==> config.mk <==
export PLATFORM = sky130hd
export DESIGN_NAME = pump_duty_scheduler_flat
export DESIGN_NICKNAME = d
export VERILOG_FILES = /design/src/rtl/pump_duty_scheduler_if.sv /design/src/rtl/pump_duty_scheduler.sv /design/src/flat_wrapper.sv
export SDC_FILE = /design/constraint.sdc
export NUM_CORES = 1
export LEC_CHECK = 0
export ABC_AREA = 1
export BUFFER_PORTS_ARGS = -buffer_cell sky130_fd_sc_hd__buf_2
export CORE_MARGIN = 5
export CORE_UTILIZATION = 48
export CTS_CLUSTER_DIAMETER = 50
export DETAILED_ROUTE_END_ITERATION = 7
export HOLD_SLACK_MARGIN = 0.1
export PLACE_DENSITY = 0.65
export SLEW_MARGIN = 10
export SYNTH_ARGS = -nofsm -noshare
export SYNTH_HDL_FRONTEND = slang
export SYNTH_SLANG_ARGS = --single-unit
==> constraint.sdc <==
create_clock -name clk -period 2 [get_ports clk]
set_input_delay 0.4 -clock clk [delete_from_list [all_inputs] [get_ports clk]]
set_output_delay 0.4 -clock clk [all_outputs]
set_load 0.03 [all_outputs]
==> src/rtl/pump_duty_scheduler_if.sv <==
// Handshake bundle between the tank supervisor and the pump duty scheduler:
// level/enable/fault inputs and the registered pump run commands.
interface pump_duty_scheduler_if;
  logic enable;
  logic demand;
  logic high_level;
  logic fault1;
  logic fault2;
  logic pump1;
  logic pump2;
  logic last;
  logic alarm;

  modport master (
    output enable, demand, high_level, fault1, fault2,
    input  pump1, pump2, last, alarm
  );

  modport slave (
    input  enable, demand, high_level, fault1, fault2,
    output pump1, pump2, last, alarm
  );
endinterface

==> src/rtl/pump_duty_scheduler.sv <==
// Two-pump lead/lag scheduler: alternates the lead pump per demand, holds a
// minimum run and a post-run rest, adds an assist pump on high level, fails over on faults.
//
// state     | meaning
// ----------+-------------------------------------------------------------
// ST_IDLE   | both pumps off, waiting for enable & demand
// ST_RUN    | single pump on (pump selected by sel), min-on timer counting
// ST_ASSIST | both pumps on while high level persists
// ST_REST   | both pumps held off for REST cycles after a normal stop
module pump_duty_scheduler #(
  parameter int unsigned MIN_ON = 8,
  parameter int unsigned REST   = 4,
  parameter int unsigned CW     = 8
) (
  input logic clk,
  input logic rst,
  pump_duty_scheduler_if.slave bus
);

  typedef enum logic [1:0] {
    ST_IDLE   = 2'd0,
    ST_RUN    = 2'd1,
    ST_ASSIST = 2'd2,
    ST_REST   = 2'd3
  } state_t;

  localparam logic [CW-1:0] MIN_ON_LAST = CW'(MIN_ON - 1);
  localparam logic [CW-1:0] REST_LAST   = CW'(REST - 1);
  localparam logic [CW-1:0] TIMER_MAX   = '1;

  state_t        state, state_nxt;
  logic          sel, sel_nxt;
  logic          last, last_nxt;
  logic [CW-1:0] timer, timer_nxt;
  logic [CW-1:0] timer_inc;
  logic          pump1, pump2, alarm;
  logic          pump1_nxt, pump2_nxt, alarm_nxt;
  logic          sel_fault, other_fault, lead_fault, lag_fault;

  assign timer_inc = (timer == TIMER_MAX) ? timer : timer + CW'(1);

  assign sel_fault   = sel  ? bus.fault2 : bus.fault1;
  assign other_fault = sel  ? bus.fault1 : bus.fault2;
  // The lead pump for a new demand is the one that did not finish the last run.
  assign lead_fault  = last ? bus.fault1 : bus.fault2;
  assign lag_fault   = last ? bus.fault2 : bus.fault1;

  always_comb begin
    state_nxt = state;
    sel_nxt   = sel;
    last_nxt  = last;
    timer_nxt = timer;

    case (state)
      ST_IDLE: begin
        timer_nxt = '0;
        if (bus.enable && bus.demand) begin
          if (!lead_fault) begin
            state_nxt = ST_RUN;
            sel_nxt   = ~last;
          end else if (!lag_fault) begin
            state_nxt = ST_RUN;
            sel_nxt   = last;
          end
        end
      end

      ST_RUN: begin
        if (!bus.enable) begin
          state_nxt = ST_IDLE;
          timer_nxt = '0;
        end else if (sel_fault) begin
          timer_nxt = '0;
          if (!other_fault) begin
            sel_nxt = ~sel;
          end else begin
            state_nxt = ST_IDLE;
          end
        end else if (bus.high_level && !other_fault) begin
          state_nxt = ST_ASSIST;
          timer_nxt = timer_inc;
        end else if (!bus.demand && (timer >= MIN_ON_LAST)) begin
          state_nxt = ST_REST;
          timer_nxt = '0;
          last_nxt  = sel;
        end else begin
          timer_nxt = timer_inc;
        end
      end

      ST_ASSIST: begin
        if (!bus.enable || (bus.fault1 && bus.fault2)) begin
          state_nxt = ST_IDLE;
          timer_nxt = '0;
        end else if (bus.fault1) begin
          state_nxt = ST_RUN;
          sel_nxt   = 1'b1;
          timer_nxt = '0;
        end else if (bus.fault2) begin
          state_nxt = ST_RUN;
          sel_nxt   = 1'b0;
          timer_nxt = '0;
        end else if (!bus.high_level) begin
          state_nxt = ST_RUN;
          timer_nxt = timer_inc;
        end else begin
          timer_nxt = timer_inc;
        end
      end

      ST_REST: begin
        if (timer == REST_LAST) begin
          state_nxt = ST_IDLE;
          timer_nxt = '0;
        end else begin
          timer_nxt = timer_inc;
        end
      end

      default: begin
        state_nxt = ST_IDLE;
        timer_nxt = '0;
      end
    endcase

    // Outputs follow the next state so they change on the transition edge.
    pump1_nxt = (state_nxt == ST_ASSIST) || ((state_nxt == ST_RUN) && !sel_nxt);
    pump2_nxt = (state_nxt == ST_ASSIST) || ((state_nxt == ST_RUN) &&  sel_nxt);
    alarm_nxt = bus.enable & bus.demand & bus.fault1 & bus.fault2;
  end

  always_ff @(posedge clk or posedge rst) begin
    if (rst) begin
      state <= ST_IDLE;
      sel   <= 1'b0;
      last  <= 1'b1;
      timer <= '0;
      pump1 <= 1'b0;
      pump2 <= 1'b0;
      alarm <= 1'b0;
    end else begin
      state <= state_nxt;
      sel   <= sel_nxt;
      last  <= last_nxt;
      timer <= timer_nxt;
      pump1 <= pump1_nxt;
      pump2 <= pump2_nxt;
      alarm <= alarm_nxt;
    end
  end

  assign bus.pump1 = pump1;
  assign bus.pump2 = pump2;
  assign bus.last  = last;
  assign bus.alarm = alarm;

endmodule

==> src/flat_wrapper.sv <==
// flat-port wrapper written by rule: the top's interface ports become plain ports
module pump_duty_scheduler_flat 
#(
  parameter int unsigned MIN_ON = 8,
  parameter int unsigned REST   = 4,
  parameter int unsigned CW     = 8
)
  (clk, rst, bus_enable, bus_demand, bus_high_level, bus_fault1, bus_fault2, bus_pump1, bus_pump2, bus_last, bus_alarm);
  pump_duty_scheduler_if bus_i ();
  input logic clk;
  input logic rst;
  input wire logic [$bits(bus_i.enable)-1:0] bus_enable;
  input wire logic [$bits(bus_i.demand)-1:0] bus_demand;
  input wire logic [$bits(bus_i.high_level)-1:0] bus_high_level;
  input wire logic [$bits(bus_i.fault1)-1:0] bus_fault1;
  input wire logic [$bits(bus_i.fault2)-1:0] bus_fault2;
  output wire logic [$bits(bus_i.pump1)-1:0] bus_pump1;
  output wire logic [$bits(bus_i.pump2)-1:0] bus_pump2;
  output wire logic [$bits(bus_i.last)-1:0] bus_last;
  output wire logic [$bits(bus_i.alarm)-1:0] bus_alarm;
  assign bus_i.enable = bus_enable;
  assign bus_i.demand = bus_demand;
  assign bus_i.high_level = bus_high_level;
  assign bus_i.fault1 = bus_fault1;
  assign bus_i.fault2 = bus_fault2;
  assign bus_pump1 = bus_i.pump1;
  assign bus_pump2 = bus_i.pump2;
  assign bus_last = bus_i.last;
  assign bus_alarm = bus_i.alarm;
  pump_duty_scheduler #(.MIN_ON(MIN_ON), .REST(REST), .CW(CW)) u_core (.clk(clk), .rst(rst), .bus(bus_i));
endmodule
### Word-level counts from Yosys, hierarchy flattened

Index checks and enable logic that the tools add are counted.

| storage, ports and cells | value |
|---|---|
| bits of input ports | 7 |
| memories kept | 0 |
| output and inout bits | 4 |
| bits in read-only memories | 0 |
| memory bits (writable) | 0 |
| bits in latches | 0 |
| register bits after elaboration | 15 |

| cells by class | value |
|---|---|
| muxes and demuxes | 38 |
| add/subtract/negate cells | 1 |
| bitwise logic cells | 7 |
| shift-type cells | 0 |
| div/mod/pow operators | 0 |
| multiply operators | 0 |
| reduce and logical (&&, ||, !) cells | 15 |
| order comparisons | 1 |
| equal/unequal tests | 7 |

Operator list:

| operator | number |
|---|---|
| 2-to-1 mux 8 bit | 9 |
| case mux 8 bit (4 select lines) | 1 |
| 2-to-1 mux 2 bit | 13 |
| 2-to-1 mux 1 bit | 13 |
| adder 8 x 1 -> 8 bit (second input constant) | 1 |
| equality test 8 x 2 -> 1 bit (second input constant) | 1 |
| equality test 8 bit (second input constant) | 1 |
| >= comparator 8 x 3 -> 1 bit (second input constant) | 1 |
| case mux 2 bit (4 select lines) | 1 |
| equality test 2 bit (second input constant) | 3 |
| logical AND 1 bit | 6 |
| AND reduction 5 bit | 1 |
| equality test 2 x 1 -> 1 bit (second input constant) | 2 |
| logical NOT 1 bit | 4 |
| NOT 1 bit | 4 |
| AND 1 bit | 3 |
| logical OR 1 bit | 3 |
| case mux 1 bit (3 select lines) | 1 |
| logical NOT 2 bit | 1 |

### Longest topological paths before layout

Gate-level depths: netlist of run 1.

| logic depth | value |
|---|---|
| depth after elaboration | 10 |
| gate-level depth with buffers | 9 |
| gate-level depth less buffers | 9 |

### Worst setup path before layout of run 1

OpenSTA, ideal clock, no wires.

| path | value |
|---|---|
| path type | flip-flop to flip-flop |
| from | register u_core.timer[0] |
| to | register u_core.pump1 (netlist: u_core.bus.pump1) |
| library setup time | 0.118 ns |
| cell stages (with the launch flop) | 10 |
| data required time | 1.882 ns |
| arrival | 1.329 ns |
| buffers on the path | 0 |
| path slack | 0.553 ns |
| path through | dfrtp_1 > ha_1 > nand2_2 > nand2_2 > o21bai_4 > nand2_1 > a21oi_2 > inv_2 > nand2_2 > nand2_1 |

| on the way | value |
|---|---|
| word-level cells in the longest chain between the ends | 10 |
| elaborated cells on any way between the ends | 13 |
| those cells by class | order compare (1); eq/ne (3); mux (6); reduce/logical (3) |

Ends and longest elaborated chain:

| item | line | source |
|---|---|---|
| from (decl) | pump_duty_scheduler.sv:34 | `logic [CW-1:0] timer, timer_nxt;` |
| from (signal assigned) | pump_duty_scheduler.sv:145 | `timer <= timer_nxt;` |
| >= comparator 8 x 3 -> 1 bit | pump_duty_scheduler.sv:82 | `end else if (!bus.demand && (timer >= MIN_ON_LAST)) begin` |
| logical AND 1 bit | pump_duty_scheduler.sv:82 |  |
| 2-to-1 mux 2 bit | pump_duty_scheduler.sv:82 |  |
| 2-to-1 mux 2 bit | pump_duty_scheduler.sv:79 | `end else if (bus.high_level && !other_fault) begin` |
| 2-to-1 mux 2 bit | pump_duty_scheduler.sv:72 | `end else if (sel_fault) begin` |
| 2-to-1 mux 2 bit | pump_duty_scheduler.sv:69 | `if (!bus.enable) begin` |
| case mux 2 bit (4 select lines) (*) | pump_duty_scheduler.sv:54 | `case (state)` |
| via u_core.state_nxt[1] | pump_duty_scheduler.sv:31 | `state_t state, state_nxt;` |
| equality test 2 x 1 -> 1 bit | pump_duty_scheduler.sv:127 | `pump1_nxt = (state_nxt == ST_ASSIST) \|\| ((state_nxt == ST_RUN) && !sel_nxt);` |
| logical AND 1 bit | pump_duty_scheduler.sv:127 |  |
| logical OR 1 bit (*) | pump_duty_scheduler.sv:127 |  |
| via u_core.pump1_nxt | pump_duty_scheduler.sv:37 | `logic pump1_nxt, pump2_nxt, alarm_nxt;` |
| to (signal assigned) | pump_duty_scheduler.sv:146 | `pump1 <= pump1_nxt;` |
| to (decl) | pump_duty_scheduler.sv:36 | `logic pump1, pump2, alarm;` |

Mark *: on every way through the listed nets, which the timed path passes. The rest lies on a longest branch.
A chain may end at the register's enable or synchronous reset.

### Worst setup path after layout of run 1

| path | value |
|---|---|
| from | register u_core.timer[0] |
| to | register u_core.timer[6] |

| on the way | value |
|---|---|
| word-level cells in the longest chain between the ends | 7 |
| elaborated cells on any way between the ends | 15 |
| those cells by class | add/sub (1); order compare (1); eq/ne (2); mux (10); reduce/logical (1) |

Ends and longest elaborated chain:

| item | line | source |
|---|---|---|
| adder 8 x 1 -> 8 bit (tied with other cells) | pump_duty_scheduler.sv:40 | `assign timer_inc = (timer == TIMER_MAX) ? timer : timer + CW'(1);` |
| 2-to-1 mux 8 bit / logical AND 1 bit (equally long branches) | pump_duty_scheduler.sv:40, pump_duty_scheduler.sv:82 |  |
| 2-to-1 mux 8 bit | pump_duty_scheduler.sv:82 |  |
| 2-to-1 mux 8 bit | pump_duty_scheduler.sv:79 |  |
| 2-to-1 mux 8 bit | pump_duty_scheduler.sv:72 |  |
| 2-to-1 mux 8 bit | pump_duty_scheduler.sv:69 |  |
| case mux 8 bit (4 select lines) (*) | pump_duty_scheduler.sv:54 |  |
| via u_core.timer_nxt[6] | pump_duty_scheduler.sv:34 |  |

Marks and branches as above.

==> metrics.txt, run 1 <==
status finished, final reports clean; worst r2r path cells 7; YS warnings 0; Max VDD drop 433 µV; critical path capture point type flip-flop; DRC 0; clk buf depth 2; Final Non-Filler Cells 175; Crit Path Max Fanout 8; Final min period 1.65 ns; sequential fraction of the synthesis area 0.383; Top FF cell, synth dfrtp_1; # diodes 0; syn avg cell area 7.28 µm²; Fill cells 199; Critical Path RT 2.16 ns; clock skew 0.00211 ns; cell mode on critical path nand2_2; Slew Viols, Final 0; Max stage delay on crit path 0.47 ns; die span in x 55.2 µm; Buf/Inv on CP 0; Rows 16; P_leak 0.585 nW; Synth-to-Final Area Change 10.2%; CTS H-tree lvls 1; post-route antenna net violation count 0; Root Buffer clkbuf_4; Tcrit/Tclk final 0.825; Final Hold Fails 0; RSZ-0062 raised after global routing false; CTS sink count 15; CTS tree done; drt initial violations 9; first-pass iteration count of the detailed router 4; setup TNS 0 ns; relative slew slack 0.624; Die Area 3050 µm²; first-pass GRT wire length 3530 µm; reg-to-reg startpoint u_core.timer[0]; IO Pins 11; Starting Density 0.501; PwrDens 478 nW/µm²; Clk pin slew, worst setup/hold paths 0.09 ns; Syn Nets 143; Hold Crit Class primary input to async pin; flop2flop setup slack 0.35 ns; core area 1960 µm²; EDFF count, synth 0; GPL Wtd Cong 0.806; I/O Buffers 10; max_cap viols 0; commonest non-fill, non-tap cell in the layout nand2_1; Distinct cells, synth 28; Remaining Overflow, GRT 0; pre-CTS setup slack 0.359 ns; Setup crit start u_core.timer[0]; Num CTS Buffers 3; commonest non-fill, non-tap cells in the layout nand2_1, inv_1, dfrtp_1, nor2_1, buf_2; cell taking the most area after synthesis dfrtp_1; fmax 0.606 GHz; Cell Area, Synth 982 µm²; Min Hold Slack 0.159 ns; Worst-Margin Slew 0.563 ns; Worst-Skew Late Latency 0.28 ns; crit path kind flip-flop to flip-flop; Crit-path slowest cell and3_1; final setup violation count 0; Final nets 157; Post-DP HPWL 1510 µm; Overall Global Routing Usage 0.141; layout cell share with drive strength beyond 1 0.243; hold buffer count at cts 0; reg2reg end u_core.timer[6]; die height 55.2 µm; initial antenna violation count 0; Cell Chain, Critical Path ha_1, nand2_2, nand2_2, o21bai_4, o21ai_2, and3_1, nor2_2; Seq cells post-synth 15; via/cell ratio 4.73; family with the most delay on the worst path simple AND/OR/NAND/NOR gates; DR WL/cell 10.8 µm; synth top area cells dfrtp_1, nand2_1, inv_1; post-synth top area share 0.357; Inst Count DP 171; post-CTS sizing 0; vias in the first global route 825; WP data arrival 1.81 ns; Mapped Cells 135; Post-synth ARST share 1.00; CP Launch Type flip-flop; largest net degree at the start of global routing 16; DR vias 828; post-CTS setup buffers 0; setup ws final 0.351 ns; Routed Wire Length 1890 µm
-- worst max path at each step --
stage	cells past startpoint	to	slack, ns
global route	7	u_core.timer[2]	0.19
floorplan	9	u_core.bus.pump1	0.55
CTS	7	u_core.timer[6]	0.33
detailed placement	7	u_core.timer[6]	0.36
global placement	7	u_core.timer[6]	0.43
finish	7	u_core.timer[6]	0.35
-- sequential cells by signal, indices dropped and copies added, names as in the netlist --
register          count
u_core.timer          8
u_core.state          2
u_core.bus.alarm      1
u_core.bus.last       1
u_core.bus.pump1      1
u_core.bus.pump2      1
u_core.sel            1
-- metrics by stage --
stage	area [µm²]	power, mW	utilization
after detailed placement	1050	0.353	0.538
after floorplan	982	0.337	-
after CTS	1080	0.524	0.552
after global placement	1050	0.352	0.538
final	1080	0.517	0.552
after global routing	1080	0.545	0.552
-- cells by family after synthesis --
kind of cell / Yosys count / share of synthesized area
flip-flops: 15 / 0.383
AND/OR/NAND/NOR: 79 / 0.383
multiplexers: 1 / 0.0102
adder cells (fa/ha/maj): 1 / 0.0127
XOR/XNOR: 3 / 0.0268
buffers and inverters: 23 / 0.0955
AO/OA/AOI/OAI: 13 / 0.0879
-- final cells by class --
type / instances / area (µm²) / share of cell area
multi-input cells: 97 / 512 / 0.473
flip-flops and latches: 15 / 377 / 0.348
inverters: 22 / 82.6 / 0.0763
repair buffers: 10 / 50.0 / 0.0462
well taps: 27 / 33.8 / 0.0312
clock buffers: 3 / 22.5 / 0.0208
clock inverters: 1 / 5.00 / 0.00462
-- per-layer routing --
metal | part of all wire | wire [µm] | global-route usage
met4 | 0.0069 | 13 | 0.0313
met3 | 0.024 | 46 | 0.0256
met2 | 0.51 | 960 | 0.253
met1 | 0.46 | 867 | 0.172
met5 | 0 | 0 | 0
-- where the power goes --
group | internal, mW | switching [mW]
clock | 0.0740 | 0.0964
combinational | 0.0129 | 0.0270
sequential | 0.305 | 0.00182
-- synthesized netlist by cell type, types with 2 or more instances --
cell and number:
dfrtp_1 14, inv_1 20, nand4_1 3, inv_2 2
nand2_2 3, xor2_1 2, nor2_2 8, o21ai_0 4
nand3_1 7, nor2_1 12, nand2_1 39, a21oi_1 5
No activity file was read; power rests on OpenSTA's default activity.
==> inputs of run 2 (changes only) <==
--- a/config.mk
+++ b/config.mk
@@ -12,7 +12,7 @@
 export CTS_CLUSTER_DIAMETER = 50
 export DETAILED_ROUTE_END_ITERATION = 7
 export HOLD_SLACK_MARGIN = 0.1
-export PLACE_DENSITY = 0.65
+export PLACE_DENSITY = 0.68
 export SLEW_MARGIN = 10
 export SYNTH_ARGS = -nofsm -noshare
 export SYNTH_HDL_FRONTEND = slang
==> constraint.sdc (replaced) <==
create_clock -name clk -period 1.45 [get_ports clk]
set_input_delay 0.29 -clock clk [delete_from_list [all_inputs] [get_ports clk]]
set_output_delay 0.29 -clock clk [all_outputs]
set_load 0.03 [all_outputs]
==> run 2 against run 1 <==
Against the previous run:
- hold slack gained 0.13 ns
- design area up 15%
- clock power is 34% higher
- largest cell class unchanged
- critical path type unchanged
- critical path depth up 2
- worst setup slack got worse by 0.33 ns
- highest routed layer unchanged
- sequential cell count unchanged
==> metrics.txt, run 2 (synthesized netlist as in run 1, its figures left out) <==
status finished, final reports clean; Final Non-Filler Cells 190 (+8.6%); fmax 0.697 GHz (+15%); commonest non-fill, non-tap cells in the layout nand2_1, inv_1, buf_4, dfrtp_1, nor2_1; Crit Path Max Fanout 4 (-4); relative slew slack 0.636 (+0.0117); Worst-Skew Late Latency 0.27 ns (about the same); CTS tree done; clk buf depth 2 (unchanged); sequential cell area 377 µm² (unchanged); portion of total power attributed to the clock network 0.317 (-0.013); layout cell share with drive strength beyond 1 0.362 (+0.119); Num CTS Buffers 3 (unchanged); commonest non-fill, non-tap cell in the layout nand2_1; Seq pwr share 0.586 (-0.007); drt initial violations 9 (unchanged); IO Pins 11 (unchanged); post-route antenna net violation count 0 (unchanged); Final min period 1.43 ns (-0.215 ns); Routed Wire Length 2040 µm (+8.2%); P_leak 0.663 nW (+13%); critical path capture point type flip-flop; first-pass GRT wire length 3490 µm (-1.2%); die height 55.2 µm (unchanged); largest net degree at the start of global routing 16 (unchanged); DRC 0 (unchanged); crit path kind flip-flop to flip-flop; CTS sink count 15 (unchanged); Inst Count DP 183 (+7.0%); Worst-Margin Slew 0.546 ns (-0.0175 ns); first-pass iteration count of the detailed router 4 (unchanged); Tcrit/Tclk final 0.989 (+0.164); die span in x 55.2 µm (unchanged); Synth-to-Final Area Change 26.8%; vias in the first global route 912 (+11%); setup ws final 0.0160 ns (-0.335 ns); I/O Buffers 10 (unchanged); Net Sw Power 0.170 mW (+36%); Max VDD drop 397 µV (-8.5%); Root Buffer clkbuf_4; GPL Wtd Cong 0.849 (+5.3%); Final Hold Fails 0 (unchanged); Hold Crit Class primary input to flip-flop; # diodes 0 (unchanged); pre-CTS setup slack -0.108 ns (-0.467 ns); overall power 0.720 mW (+39%); combinational power share 0.097 (+0.020); Overall Global Routing Usage 0.138 (-0.00216); Regs by FF count u_core.timer: 8 flops, u_core.state: 2 flops; fin util 0.635 (+0.0829); CTS H-tree lvls 1 (unchanged); DR vias 888 (+7.2%); core area 1960 µm² (unchanged); WP data arrival 1.60 ns (-0.21 ns); via/cell ratio 4.67 (-1.2%); PwrDens 579 nW/µm² (+21%); max_cap viols 0 (unchanged); clock skew 0.00591 ns (+0.00380 ns); CP Launch Type flip-flop; Critical Path RT 1.62 ns (-0.54 ns); max reg flops 8 (unchanged); Top reg by flops u_core.timer; Post-DP HPWL 1590 µm (+5.1%); Slew Viols, Final 0 (unchanged); Remaining Overflow, GRT 0 (unchanged); Sw Ratio 0.236 (-0.00630); Die Area 3050 µm² (unchanged); initial antenna violation count 0 (unchanged); Multi-input gate area 559 µm² (+9.3%); internal power 0.550 mW (+41%); RSZ-0062 raised after global routing true; DR WL/cell 10.7 µm (-0.38%); Fill cells 199 (unchanged); Clk pin slew, worst setup/hold paths 0.09 ns (about the same); Rows 16 (unchanged); Final nets 172 (+9.6%); Starting Density 0.501 (unchanged); Min Hold Slack 0.292 ns (+0.133 ns); final setup violation count 0 (unchanged)
==> run 2: changes by cell type in the layout (fill, tap and decap cells not counted), sizes merged <==
cell,previous run,this run
dlygate4sd3,0,1
buf,10,24
==> run 2: final cells by class <==
| type | instances | share of cell area |
|---|---|---|
| inverter | 22 | 0.0663 |
| multi-input combinational | 97 | 0.449 |
| timing repair buffer | 25 | 0.133 |
| clock inverter | 1 | 0.00402 |
| sequential | 15 | 0.303 |
| clock buffer | 3 | 0.0181 |
| tap | 27 | 0.0271 |
==> run 2: power by group through the flow <==
| stage | registers (mW) | logic, mW | clock network, mW |
|---|---|---|---|
| floorplan | 0.432 | 0.0335 | 0 |
| global placement | 0.430 | 0.0640 | 0 |
| detailed placement | 0.430 | 0.0649 | 0 |
| CTS | 0.422 | 0.0673 | 0.238 |
| global route | 0.422 | 0.0799 | 0.258 |
| finish | 0.422 | 0.0701 | 0.228 |
==> run 2: per-layer routing <==
metal | track usage | wire length [µm]
met3 | 0.0210 | 27
met4 | 0.0417 | 12
met1 | 0.156 | 841
met2 | 0.264 | 1160
met5 | 0 | 0
==> run 2: what timing repair did <==
item	CTS	global route
resized for setup	2	12
endpoints found under the hold margin	14	0
pin swaps	4	5
setup endpoints to repair	10	13
hold buffers	1	0
buffers inserted	0	2
==> run 2: final timing paths <==
check / slack, ns / cells after the start / end / startpoint
worst max-delay path: 0.02 / 9 / u_core.bus.pump1 / u_core.timer[1]
worst min-delay path: 0.29 / 3 / u_core.bus.alarm / bus_enable
worst max register to register: 0.02 / 9 / u_core.bus.pump1 / u_core.timer[1]
worst min register to register: 0.52 / 2 / u_core.bus.last / u_core.bus.last
max in group asynchronous: 0.48 / 3 / u_core.bus.last / rst
min in group asynchronous: 0.60 / 3 / u_core.timer[0] / rst
==> run 2: through the flow <==
step                setup TNS, ns  instance area [µm²]
floorplan                       0                  982
global placement           -0.347                 1140
finish                          0                 1240
CTS                       -0.0222                 1190
detailed placement         -0.855                 1140
global route               -0.667                 1240
==> run 2: worst max-delay path: stages (launching register included) <==
cell and delay, ns:
dfrtp_1 0.43, ha_4 0.19, nand2_2 0.07, nand2_2 0.06, o21bai_4 0.15, nand2_2 0.09, a21oi_4 0.17, inv_2 0.06
nand2_2 0.06, nand2_1 0.05
==> inputs of run 3 (changes only) <==
--- a/config.mk
+++ b/config.mk
@@ -13,6 +13,7 @@
 export DETAILED_ROUTE_END_ITERATION = 7
 export HOLD_SLACK_MARGIN = 0.1
 export PLACE_DENSITY = 0.68
+export REMOVE_ABC_BUFFERS = 1
 export SLEW_MARGIN = 10
 export SYNTH_ARGS = -nofsm -noshare
 export SYNTH_HDL_FRONTEND = slang
==> run 3 against run 2 <==
Against the previous run:
- hold slack better by 0.00085 ns
- worst setup slack improved by 0.038 ns
- routed wire length rose by 5.3%
- design area rose by 3.9%
- final cell count up 2.6%
- via count increased by 2.8%
- first-iteration DRC count did not move
- clock skew down 0.0014 ns
- global-route usage is 1.0 points higher
- critical endpoint is now u_core.bus.pump2
==> metrics.txt, run 3 (synthesized netlist as in run 1, its figures left out) <==
Inst Count DP 188 (+2.7%); CTS H-tree lvls 1 (unchanged); Slew Viols, Final 0 (unchanged); Top reg by flops u_core.timer; Overall Global Routing Usage 0.149 (+0.0101); CTS sink count 15 (unchanged); DRC 0 (unchanged); core area 1960 µm² (unchanged); Buf/Inv on CP 1 (unchanged); DR vias 913 (+2.8%); fmax 0.717 GHz (+2.8%); Net Sw Power 0.182 mW (+7.0%); portion of total power attributed to the clock network 0.326 (+0.009); Worst-Margin Slew 0.555 ns (+0.00929 ns); Clk pin slew, worst setup/hold paths 0.09 ns (about the same); Crit Path Max Fanout 4 (unchanged); family with the most delay on the worst path flip-flops; Sw Ratio 0.247 (+0.0111); Crit-path slowest cell dfrtp_1; Seq pwr share 0.574 (-0.012); Root Buffer clkbuf_4; internal power 0.554 mW (+0.69%); clock skew 0.00446 ns (-0.00145 ns); PwrDens 569 nW/µm² (-1.7%); P_leak 0.702 nW (+6.0%); drt initial violations 9 (unchanged); setup TNS 0 ns (unchanged); I/O Buffers 10 (unchanged); Final Hold Fails 0 (unchanged); Worst-Skew Late Latency 0.29 ns (+0.02 ns); Final Non-Filler Cells 195 (+2.6%); critical path capture point type flip-flop; max_cap viols 0 (unchanged); Fill cells 205 (+3.0%); Tcrit/Tclk final 0.962 (-0.0265); initial antenna violation count 0 (unchanged); via/cell ratio 4.68 (+0.18%); post-route antenna net violation count 0 (unchanged); commonest non-fill, non-tap cells in the layout nand2_1, inv_1, buf_4, dfrtp_1, nor2_2; # diodes 0 (unchanged); CTS tree done; Die Area 3050 µm² (unchanged); Max VDD drop 451 µV (+14%); die span in x 55.2 µm (unchanged); first-pass iteration count of the detailed router 4 (unchanged); relative slew slack 0.630 (-0.00620); Regs by FF count u_core.timer: 8 flops, u_core.state: 2 flops; max reg flops 8 (unchanged); WP data arrival 1.58 ns (-0.02 ns); Starting Density 0.501 (unchanged); GPL Wtd Cong 0.909 (+7.1%); Synth-to-Final Area Change 31.7%; Area after DPL 1180 µm² (+3.3%); status finished, final reports clean; Rows 16 (unchanged); die height 55.2 µm (unchanged); crit path kind flip-flop to flip-flop; DR WL/cell 11.0 µm (+2.6%); Final min period 1.40 ns (-0.0385 ns); clk buf depth 2 (unchanged); design area 1290 µm² (+3.9%); Max stage delay on crit path 0.42 ns (about the same); Num CTS Buffers 3 (unchanged); CP Launch Type flip-flop; sequential cell area 377 µm² (unchanged); Critical Path RT 1.64 ns (+0.02 ns); overall power 0.736 mW (+2.2%); first-pass GRT wire length 3710 µm (+6.1%); Post-DP HPWL 1710 µm (+7.3%); Hold Crit Class primary input to flip-flop; commonest non-fill, non-tap cell in the layout nand2_1; Final nets 177 (+2.9%); Remaining Overflow, GRT 0 (unchanged); RSZ-0062 raised after global routing true; vias in the first global route 931 (+2.1%); largest net degree at the start of global routing 16 (unchanged); Multi-input gate area 571 µm² (+2.0%); Cell Chain, Critical Path ha_4, nand2_4, nand2_4, o21bai_4, nand2_2, a21oi_4, inv_2, nand2_2, nand2_1; final setup violation count 0 (unchanged); IO Pins 11 (unchanged); combinational power share 0.100 (+0.003); Routed Wire Length 2150 µm (+5.3%); layout cell share with drive strength beyond 1 0.387 (+0.0249)
-- run 3: cell types whose count changed in the layout (fill, tap and decap cells not counted), moves of 2 or more --
cell / delta
buf_4: +5
nor2_2: +2
nor2_1: -2
nand2_4: +3
nand2_2: -4
-- run 3: worst register-to-register path, cell delays in order (launching register included) --
cell and delay [ns]:
dfrtp_1 0.42, ha_4 0.19, nand2_4 0.07, nand2_4 0.05
o21bai_4 0.17, nand2_2 0.09, a21oi_4 0.16, inv_2 0.06
nand2_2 0.06, nand2_1 0.05
-- run 3: layout make-up --
class | count | share of cell area
multi-input combinational | 97 | 0.441
sequential | 15 | 0.291
timing repair buffer | 30 | 0.157
inverter | 22 | 0.0638
tap | 27 | 0.0261
clock buffer | 3 | 0.0174
clock inverter | 1 | 0.00387
-- run 3: final timing paths --
check	from	end	slack [ns]	depth (start not counted)
min	bus_enable	u_core.bus.alarm	0.29	3
min in group asynchronous	rst	u_core.state[0]	0.59	3
min reg2reg	u_core.bus.last	u_core.bus.last	0.52	2
max in group asynchronous	rst	u_core.bus.last	0.48	3
max reg2reg	u_core.timer[1]	u_core.bus.pump2	0.05	9
max	u_core.timer[1]	u_core.bus.pump2	0.05	9
-- run 3: per-layer routing --
layer / part of all wire / up-vias / global-route usage / wire length, µm
met5: 0 / - / 0 / 0
met4: 0.010 / 0 / 0.0625 / 22
met3: 0.028 / 2 / 0.0233 / 60
met2: 0.53 / 14 / 0.277 / 1130
met1: 0.43 / 414 / 0.164 / 933
li1: - / 483 / - / -
-- run 3: power by group through the flow --
stage | clock network [mW] | registers [mW] | logic (mW)
floorplan | 0 | 0.432 | 0.0335
global placement | 0 | 0.431 | 0.0679
detailed placement | 0 | 0.431 | 0.0699
CTS | 0.244 | 0.423 | 0.0720
global route | 0.258 | 0.423 | 0.0817
finish | 0.240 | 0.423 | 0.0732
-- run 3: per-stage QoR --
| step | util | setup slack, ns | hold WS (ns) |
|---|---|---|---|
| 2_1_floorplan | - | -0.0443 | 0.191 |
| 3_3_place_gp | 0.603 | -0.0320 | 0.351 |
| 3_5_place_dp | 0.603 | -0.124 | 0.367 |
| 4_1_cts | 0.628 | -0.0168 | 0.288 |
| 5_1_grt | 0.659 | -0.0527 | 0.311 |
| 6_report | 0.659 | 0.0545 | 0.293 |
-- run 3: repair_timing --
| action | 4_1_cts | 5_1_grt |
|---|---|---|
| hold buffers | 1 | 0 |
| buffers inserted | 1 | 1 |
| gates cloned | 0 | 0 |
| pin swaps | 5 | 10 |
| hold endpoints to repair | 14 | 0 |
| gates resized for setup | 2 | 15 |
| setup endpoints to repair | 10 | 13 |
